--- config.mk ---
export PLATFORM = sky130hd
export DESIGN_NAME = vga_update_scheduler
export DESIGN_NICKNAME = d
export VERILOG_FILES = /design/src/rtl/vga_update_scheduler.sv
export SDC_FILE = /design/constraint.sdc
export NUM_CORES = 1
export LEC_CHECK = 0
export BUFFER_PORTS_ARGS = -buffer_cell sky130_fd_sc_hd__buf_2
export CORE_MARGIN = 1
export CORE_UTILIZATION = 51
export DETAILED_ROUTE_END_ITERATION = 10
export PLACE_DENSITY = 0.79
export RECOVER_POWER = 25
export SLEW_MARGIN = 20
export SYNTH_ARGS = -nofsm -noshare
export SYNTH_HDL_FRONTEND = slang
export SYNTH_SLANG_ARGS = --single-unit
export TNS_END_PERCENT = 30
--- constraint.sdc ---
create_clock -name i_clk -period 3.15 [get_ports i_clk]
set_input_delay 0.4725 -clock i_clk [delete_from_list [all_inputs] [get_ports i_clk]]
set_output_delay 0.4725 -clock i_clk [all_outputs]
set_load 0.05 [all_outputs]
--- src/rtl/vga_update_scheduler.sv ---
// Paces snake game-state updates to the VGA raster.
// Requests an update at vertical-blank start every (speed+1) frames and
// raises render_hold when an update is still running into active video.
//
// Ports:
//   i_clk, i_rst        pixel clock, synchronous active-high reset
//   i_ready             sync_gen active-video strobe
//   i_col_addr/row_addr sync_gen raster position
//   i_speed             frames between updates minus one
//   i_pause             freeze the frame divider
//   i_upd_ack           game logic finished the update (pulse)
//   i_clr_ovr           clear the sticky overrun flag
//   o_upd_req           update request, held until acknowledged
//   o_render_hold       update overlaps active video
//   o_overrun           sticky: update ran late or a tick was dropped
//   o_frame_cnt         frames seen (wraps)
//   o_tick_cnt          update requests issued (wraps)
module vga_update_scheduler #(
    parameter int H_ACTIVE = 1280,
    parameter int V_ACTIVE = 720,
    parameter int SPEED_W  = 4,
    parameter int FCNT_W   = 16
) (
    input  logic              i_clk,
    input  logic              i_rst,
    input  logic              i_ready,
    input  logic [10:0]       i_col_addr,
    input  logic [10:0]       i_row_addr,
    input  logic [SPEED_W-1:0] i_speed,
    input  logic              i_pause,
    input  logic              i_upd_ack,
    input  logic              i_clr_ovr,
    output logic              o_upd_req,
    output logic              o_render_hold,
    output logic              o_overrun,
    output logic [FCNT_W-1:0] o_frame_cnt,
    output logic [FCNT_W-1:0] o_tick_cnt
);

    localparam logic [10:0] LP_H_LAST = 11'(H_ACTIVE - 1);
    localparam logic [10:0] LP_V_LAST = 11'(V_ACTIVE - 1);
    localparam logic [FCNT_W-1:0] LP_F_ONE = FCNT_W'(1);
    localparam logic [SPEED_W-1:0] LP_D_ONE = SPEED_W'(1);

    typedef enum logic [1:0] {
        S_IDLE = 2'd0,
        S_REQ  = 2'd1,
        S_LATE = 2'd2
    } state_t;

    state_t              r_state;
    state_t              w_state_nx;
    logic [SPEED_W-1:0]  r_div_cnt;
    logic [FCNT_W-1:0]   r_frame_cnt;
    logic [FCNT_W-1:0]   r_tick_cnt;
    logic                r_upd_req;
    logic                r_render_hold;
    logic                r_overrun;

    logic w_vb_start;
    logic w_act_start;
    logic w_tick;
    logic w_set_ovr;
    logic w_tick_inc;

    // Last active pixel of the frame marks the start of vertical blanking.
    assign w_vb_start  = i_ready && (i_row_addr == LP_V_LAST)
                         && (i_col_addr == LP_H_LAST);
    assign w_act_start = i_ready && (i_row_addr == 11'd0)
                         && (i_col_addr == 11'd0);

    // >= so that lowering speed below the current count fires promptly.
    assign w_tick = w_vb_start && !i_pause && (r_div_cnt >= i_speed);

    always_comb begin
        w_state_nx = r_state;
        w_set_ovr  = 1'b0;
        w_tick_inc = 1'b0;
        case (r_state)
            S_IDLE: begin
                if (w_tick) begin
                    w_state_nx = S_REQ;
                    w_tick_inc = 1'b1;
                end
            end
            S_REQ: begin
                // Ack wins over a coincident frame start: no overrun.
                if (i_upd_ack) begin
                    w_state_nx = S_IDLE;
                end else if (w_act_start) begin
                    w_state_nx = S_LATE;
                    w_set_ovr  = 1'b1;
                end
                if (w_tick) begin
                    w_set_ovr = 1'b1;
                end
            end
            S_LATE: begin
                if (i_upd_ack) begin
                    w_state_nx = S_IDLE;
                end
                if (w_tick) begin
                    w_set_ovr = 1'b1;
                end
            end
            default: begin
                w_state_nx = S_IDLE;
            end
        endcase
    end

    always_ff @(posedge i_clk) begin
        if (i_rst) begin
            r_state       <= S_IDLE;
            r_div_cnt     <= '0;
            r_frame_cnt   <= '0;
            r_tick_cnt    <= '0;
            r_upd_req     <= 1'b0;
            r_render_hold <= 1'b0;
            r_overrun     <= 1'b0;
        end else begin
            r_state       <= w_state_nx;
            r_upd_req     <= (w_state_nx != S_IDLE);
            r_render_hold <= (w_state_nx == S_LATE);

            if (w_set_ovr) begin
                r_overrun <= 1'b1;
            end else if (i_clr_ovr) begin
                r_overrun <= 1'b0;
            end

            if (w_vb_start) begin
                r_frame_cnt <= r_frame_cnt + LP_F_ONE;
            end

            if (w_tick_inc) begin
                r_tick_cnt <= r_tick_cnt + LP_F_ONE;
            end

            if (w_vb_start && !i_pause) begin
                if (r_div_cnt >= i_speed) begin
                    r_div_cnt <= '0;
                end else begin
                    r_div_cnt <= r_div_cnt + LP_D_ONE;
                end
            end
        end
    end

    assign o_upd_req     = r_upd_req;
    assign o_render_hold = r_render_hold;
    assign o_overrun     = r_overrun;
    assign o_frame_cnt   = r_frame_cnt;
    assign o_tick_cnt    = r_tick_cnt;

endmodule

# After elaboration in Yosys (flattened, before gate mapping)
# Cells that the tools add are included.
[op_classes] n_addsub=3 magnitude_cmp=1 n_eq_ne=5 n_mux=14 n_reduce_logical=12
[op_table] operator="16-bit by 1-bit adder with 16-bit output (second input constant)" count=2
[op_table] operator="11-bit logical NOT" count=2
[op_table] operator="11-bit by 10-bit equality test with 1-bit output (second input constant)" count=1
[op_table] operator="11-bit equality test (second input constant)" count=1
[op_table] operator="2-bit two-way mux" count=4
[op_table] operator="1-bit two-way mux" count=7
[op_table] operator="1-bit logical AND" count=6
[op_table] operator="2-bit case mux with 3 select lines" count=1
[op_table] operator="4-bit by 1-bit adder with 4-bit output (second input constant)" count=1
[op_table] operator="2-bit equality test (second input constant)" count=2
[op_table] operator="4-bit greater-or-equal comparator" count=1
[op_table] operator="4-bit two-way mux" count=1
[op_table] operator="2-bit nonzero test" count=2
[op_table] operator="2-bit by 1-bit equality test with 1-bit output (second input constant)" count=1
[op_table] operator="2-bit logical NOT" count=1
[op_table] operator="1-bit case mux with 2 select lines" count=1
[op_table] operator="1-bit logical NOT" count=1
[word_totals] regBits=41 input_bits=32 output_inout_bits=35 elab_cells=42

# Longest topological paths before layout
[logic_depth] word_depth=8 depth_mapped=9 depth_no_buf=7

# Worst setup path before layout
# No wires, ideal clock.
[synth_timing] path_type="input -> register" from="in i_col_addr[5]" to="reg r_frame_cnt[15], in the netlist o_frame_cnt[15]" setup_time_ns=0.070 arrival_time_ns=2.481 t_required_ns=3.080 path_slack_ns=0.599 cell_stages=7 n_path_buf=2 path_cell_list="nand4_1 > or4_4 > buf_6 > or4_1 > buf_2 > or4_1 > a21oi_1"
[synth_via] elab_chain_cells=2
[synth_rtl] element="start, declared" line_no="27" rtl="input logic [10:0] i_col_addr,"
[synth_rtl] element="11-bit equality test" line_no="68" rtl="&& (i_col_addr == LP_H_LAST);"
[synth_rtl] element="1-bit logical AND" line_no="68"
[synth_rtl] element="end signal, assigned" line_no="133" rtl="r_frame_cnt <= r_frame_cnt + LP_F_ONE;"
[synth_rtl] element="end, declared" line_no="54" rtl="logic [FCNT_W-1:0] r_frame_cnt;"
# Every way passes these cells.
# A chain may end at the register's enable or synchronous reset.

# Final worst setup path
[layout_timing] from="in i_row_addr[10]" to="reg r_tick_cnt[10], in the netlist o_tick_cnt[10]"
[layout_via] elab_chain_cells=7
[layout_rtl] element="start, declared" line_no="28" rtl="input logic [10:0] i_row_addr,"
[layout_rtl] element="11-bit by 10-bit equality test with 1-bit output" line_no="67" rtl="assign w_vb_start = i_ready && (i_row_addr == LP_V_LAST)"
[layout_rtl] element="1-bit logical AND" line_no="67"
[layout_rtl] element="1-bit logical AND" line_no="68"
[layout_rtl] element="1-bit logical AND (2 in series)" line_no="73" rtl="assign w_tick = w_vb_start && !i_pause && (r_div_cnt >= i_speed);"
[layout_rtl] element="1-bit two-way mux" line_no="81" rtl="if (w_tick) begin"
[layout_rtl] element="1-bit two-way mux" line_no="79" rtl="case (r_state)"
[layout_rtl] element="end signal, assigned" line_no="137" rtl="r_tick_cnt <= r_tick_cnt + LP_F_ONE;"
[layout_rtl] element="end, declared" line_no="55" rtl="logic [FCNT_W-1:0] r_tick_cnt;"
# Every way passes these cells.

==> impl_metrics.ini <==
[sta]
skew_ps = 6.27
fmax_mhz = 369
rsz0062_at_grt = false
timing.final.ws_setup_ps = 441
period_minus_slack_ps = 2710
tightestPinTransition_ps = 825
setup_viol = 0
hold_viol_final = 0
max_slew_margin_pct = 44.2
min_period_over_period_pct = 86.0
final_max_slew_viol_count = 0
fin_tns_setup_ps = 0

[cells_and_area]
nNetsFinal = 379
layout.cells.non_filler = 387
layout-drive-gt1-share_pct = 18.4
antenna_cells = 0
area.growth.synth_to_final_pct = 20.4

[run]
maxCapViolations = 0

[drt]
drc_errors = 0
drt-total-wl_mm = 5.01
first_pass_iters = 4
wl_met1_mm = 2.38
num_vias = 2272
via_per_inst = 5.87
avgRoutedWirePerCell_microns = 13.0
met3_length_microns = 292
first_iter_violations = 163
ant_nets = 0
maxUsedRoutingLayer = met4
met2_wirelength_mm = 2.27

[clocking]
clkLatencyLatePin_ps = 290
worst_setup_hold_path_clk_slew_ps = 80
cts_buffers = 5
cts_root_buf = clkbuf_8
htreeDepth = 2
ctsResizeCount = 0
cts_tree = yes
cts_setup_buffers = 0
hold_buffers = 0
numClockSinks = 41
clockBufferDepth = 2

[placement]
hpwlAfterDp_mm = 3.61
gp_congestion = 0.803
placed_cells = 379
dp_slack_ps = 393
port_buffers = 66

[setup_path]
worstSetupStartpointType = input pin
crit_path_end_kind = flip-flop
max_stage_delay_ps = 730
crit_arrival_ps = 2930
cp_max_fo = 32
r2r_start = r_div_cnt[0]$_SDFFE_PP0P_
cpMostUsedCell = or4_1
ff2ff_path_depth = 7
crit_buf_inv = 2
crit_path_cell_trace = buf_2 > nor4b_1 > nand2_1 > or4_1 > buf_4 > or4_1 > a21oi_1
required_ps = 3370
r2r_slack_ps = 850
critical-path-top-delay-family = simple AND/OR/NAND/NOR gates
cp_num_cells = 7
slowest_stage = nor4b_1
endpoint = o_tick_cnt[10]$_SDFFE_PP0P_
crit_start = i_row_addr[10]
worstSetupPathType = in2reg
rr_endpoint = r_div_cnt[3]$_SDFFE_PP0P_

[die]
chipWidth_microns = 68.2
core_sq_um = 4120
ioPinCount = 67
start_util_pct = 54.3
dieArea_sq_um = 4650
die_h_microns = 68.2
num_rows = 23

[global_route]
grt_usage_pct = 22.8
grt_pass1_vias = 1943
grt-ovfl-total = 0
grt_max_degree = 41
grt_antenna_before_repair = 0
grt_pass1_wl_mm = 8.18

[hold_path]
hp-start = o_tick_cnt[15]$_SDFFE_PP0P_
hp-class = reg2reg

[synth]
synth.cell_area_sq_um = 2230
yosysTopAreaCell = dfxtp_1
yosysWarnings = 0
ys_ff_latch = 41
yosys-top-cells-area = dfxtp_1 (37%), ha_1 (6.2%), or4_1 (6.0%)
avgSynthCellArea_sq_um = 8.22
synth_fp_nets = 315
synth_top_area_share_pct = 36.7
seq_area_frac_synth_pct = 36.7
synth_cell_types = 39
synthCells = 272

[power_and_ir_drop]
ir_drop_uv = 243
power.leakage_nw = 0.998
cellPowerDensity_nw_per_um2 = 373

[outcome]
status = completed
[synth_stat cells]
library cell and instances:
clkbuf_1 10, o21a_1 1, a21oi_1 26, o31ai_1 16, nor4_1 7, o41ai_1 1, or4_4 1, nand2b_1 2
or2_2 1, mux2i_1 1, nor4b_2 1, a2111o_1 1, nand2_1 16, and4_1 5, nor2_1 23, a221o_1 1
nor3_1 9, buf_6 1, or4_1 18, and3_1 4, nor2b_1 1, nand4_1 11, inv_1 12, nor3b_1 1
nand4b_1 1, buf_1 2, or3_1 4, ha_1 11, and2_1 2, nand3_1 16, a21boi_0 1, xnor2_1 10
buf_2 1, dfxtp_1 41, xor2_1 1, a22o_1 2, o2bb2a_1 1, a211oi_1 1, o21ai_0 8
[sequential cells by signal, indices dropped and copies added, names as in the netlist]
name	cells
r_div_cnt	4
o_frame_cnt	16
o_upd_req	1
o_tick_cnt	16
o_render_hold	1
r_state	2
o_overrun	1
[worst min-delay path by stage]
stage,depth (start not counted),slack [ps],endpoint
after floorplan,2,460,r_div_cnt[3]$_SDFFE_PP0P_
after global placement,2,460,o_frame_cnt[15]$_SDFFE_PP0N_
after detailed placement,2,470,o_tick_cnt[15]$_SDFFE_PP0P_
after CTS,2,480,o_tick_cnt[15]$_SDFFE_PP0P_
after global routing,3,500,r_state[0]$_SDFF_PP0_
final,2,480,o_tick_cnt[15]$_SDFFE_PP0P_
[worst reg2reg max path, stage by stage (launching register included)]
cell,delay [ps]
dfxtp_1,390
inv_1,80
ha_1,260
nand2b_1,140
a2111o_1,460
and2_1,190
or4_1,530
a21oi_1,180
[cells in the final DEF (no fill, tap or decap), types with 2 or more instances in the layout]
| cell | count |
|---|---|
| a21oi_1 | 26 |
| a22o_1 | 2 |
| and2_1 | 2 |
| and3_1 | 4 |
| and4_1 | 5 |
| buf_2 | 48 |
| buf_4 | 5 |
| clkbuf_1 | 19 |
| clkbuf_8 | 6 |
| dfxtp_1 | 41 |
| ha_1 | 11 |
| inv_1 | 12 |
| nand2_1 | 16 |
| nand2b_1 | 2 |
| nand3_1 | 16 |
| nand4_1 | 11 |
| nor2_1 | 23 |
| nor3_1 | 9 |
| nor4_1 | 7 |
| o21ai_0 | 8 |
| o31ai_1 | 16 |
| or3_1 | 4 |
| or4_1 | 18 |
| xnor2_1 | 10 |
[layout make-up]
type / count / area, sq um
tap: 50 / 62.6
multi-input combinational: 205 / 1300
fill: 367 / 1420
clock inverter: 1 / 30.0
clock buffer: 7 / 86.3
timing repair buffer: 71 / 345
sequential: 41 / 821
inverter: 12 / 45.0
[layer usage]
| layer | GRT usage (%) | vias to the layer above |
|---|---|---|
| met2 | 38.2 | 86 |
| li1 | - | 1149 |
| met5 | 0 | - |
| met4 | 7.03 | 0 |
| met1 | 28.5 | 1030 |
| met3 | 5.33 | 7 |
[metrics by stage]
step                      utilization, %  area (sq um)  hold slack (ps)  power, mW
after floorplan                        -          2230              461      0.551
after global placement              63.3          2600              460      0.579
after detailed placement            63.3          2600              472      0.580
after CTS                           66.1          2720              483       1.01
after global routing                65.4          2690              500       1.04
final                               65.4          2690              480       1.00
[cell families (layout without fill, tap and decap cells)]
logic type,after synthesis,in the layout,share of synthesized area [%]
flip-flops,41,41,36.7
XOR/XNOR,11,11,4.31
multiplexers,1,1,0.448
AND/OR/NAND/NOR,123,123,31.0
buffers and inverters,26,91,4.76
adder cells (fa/ha/maj),11,11,6.16
AO/OA/AOI/OAI,59,59,16.6
[where the power goes]
part / switching (mW) / total, mW / internal (mW)
clock network: 0.177 / 0.436 / 0.258
logic: 0.0283 / 0.0501 / 0.0218
registers: 0.00000000808 / 0.518 / 0.518
(Power assumes the default switching activity.)
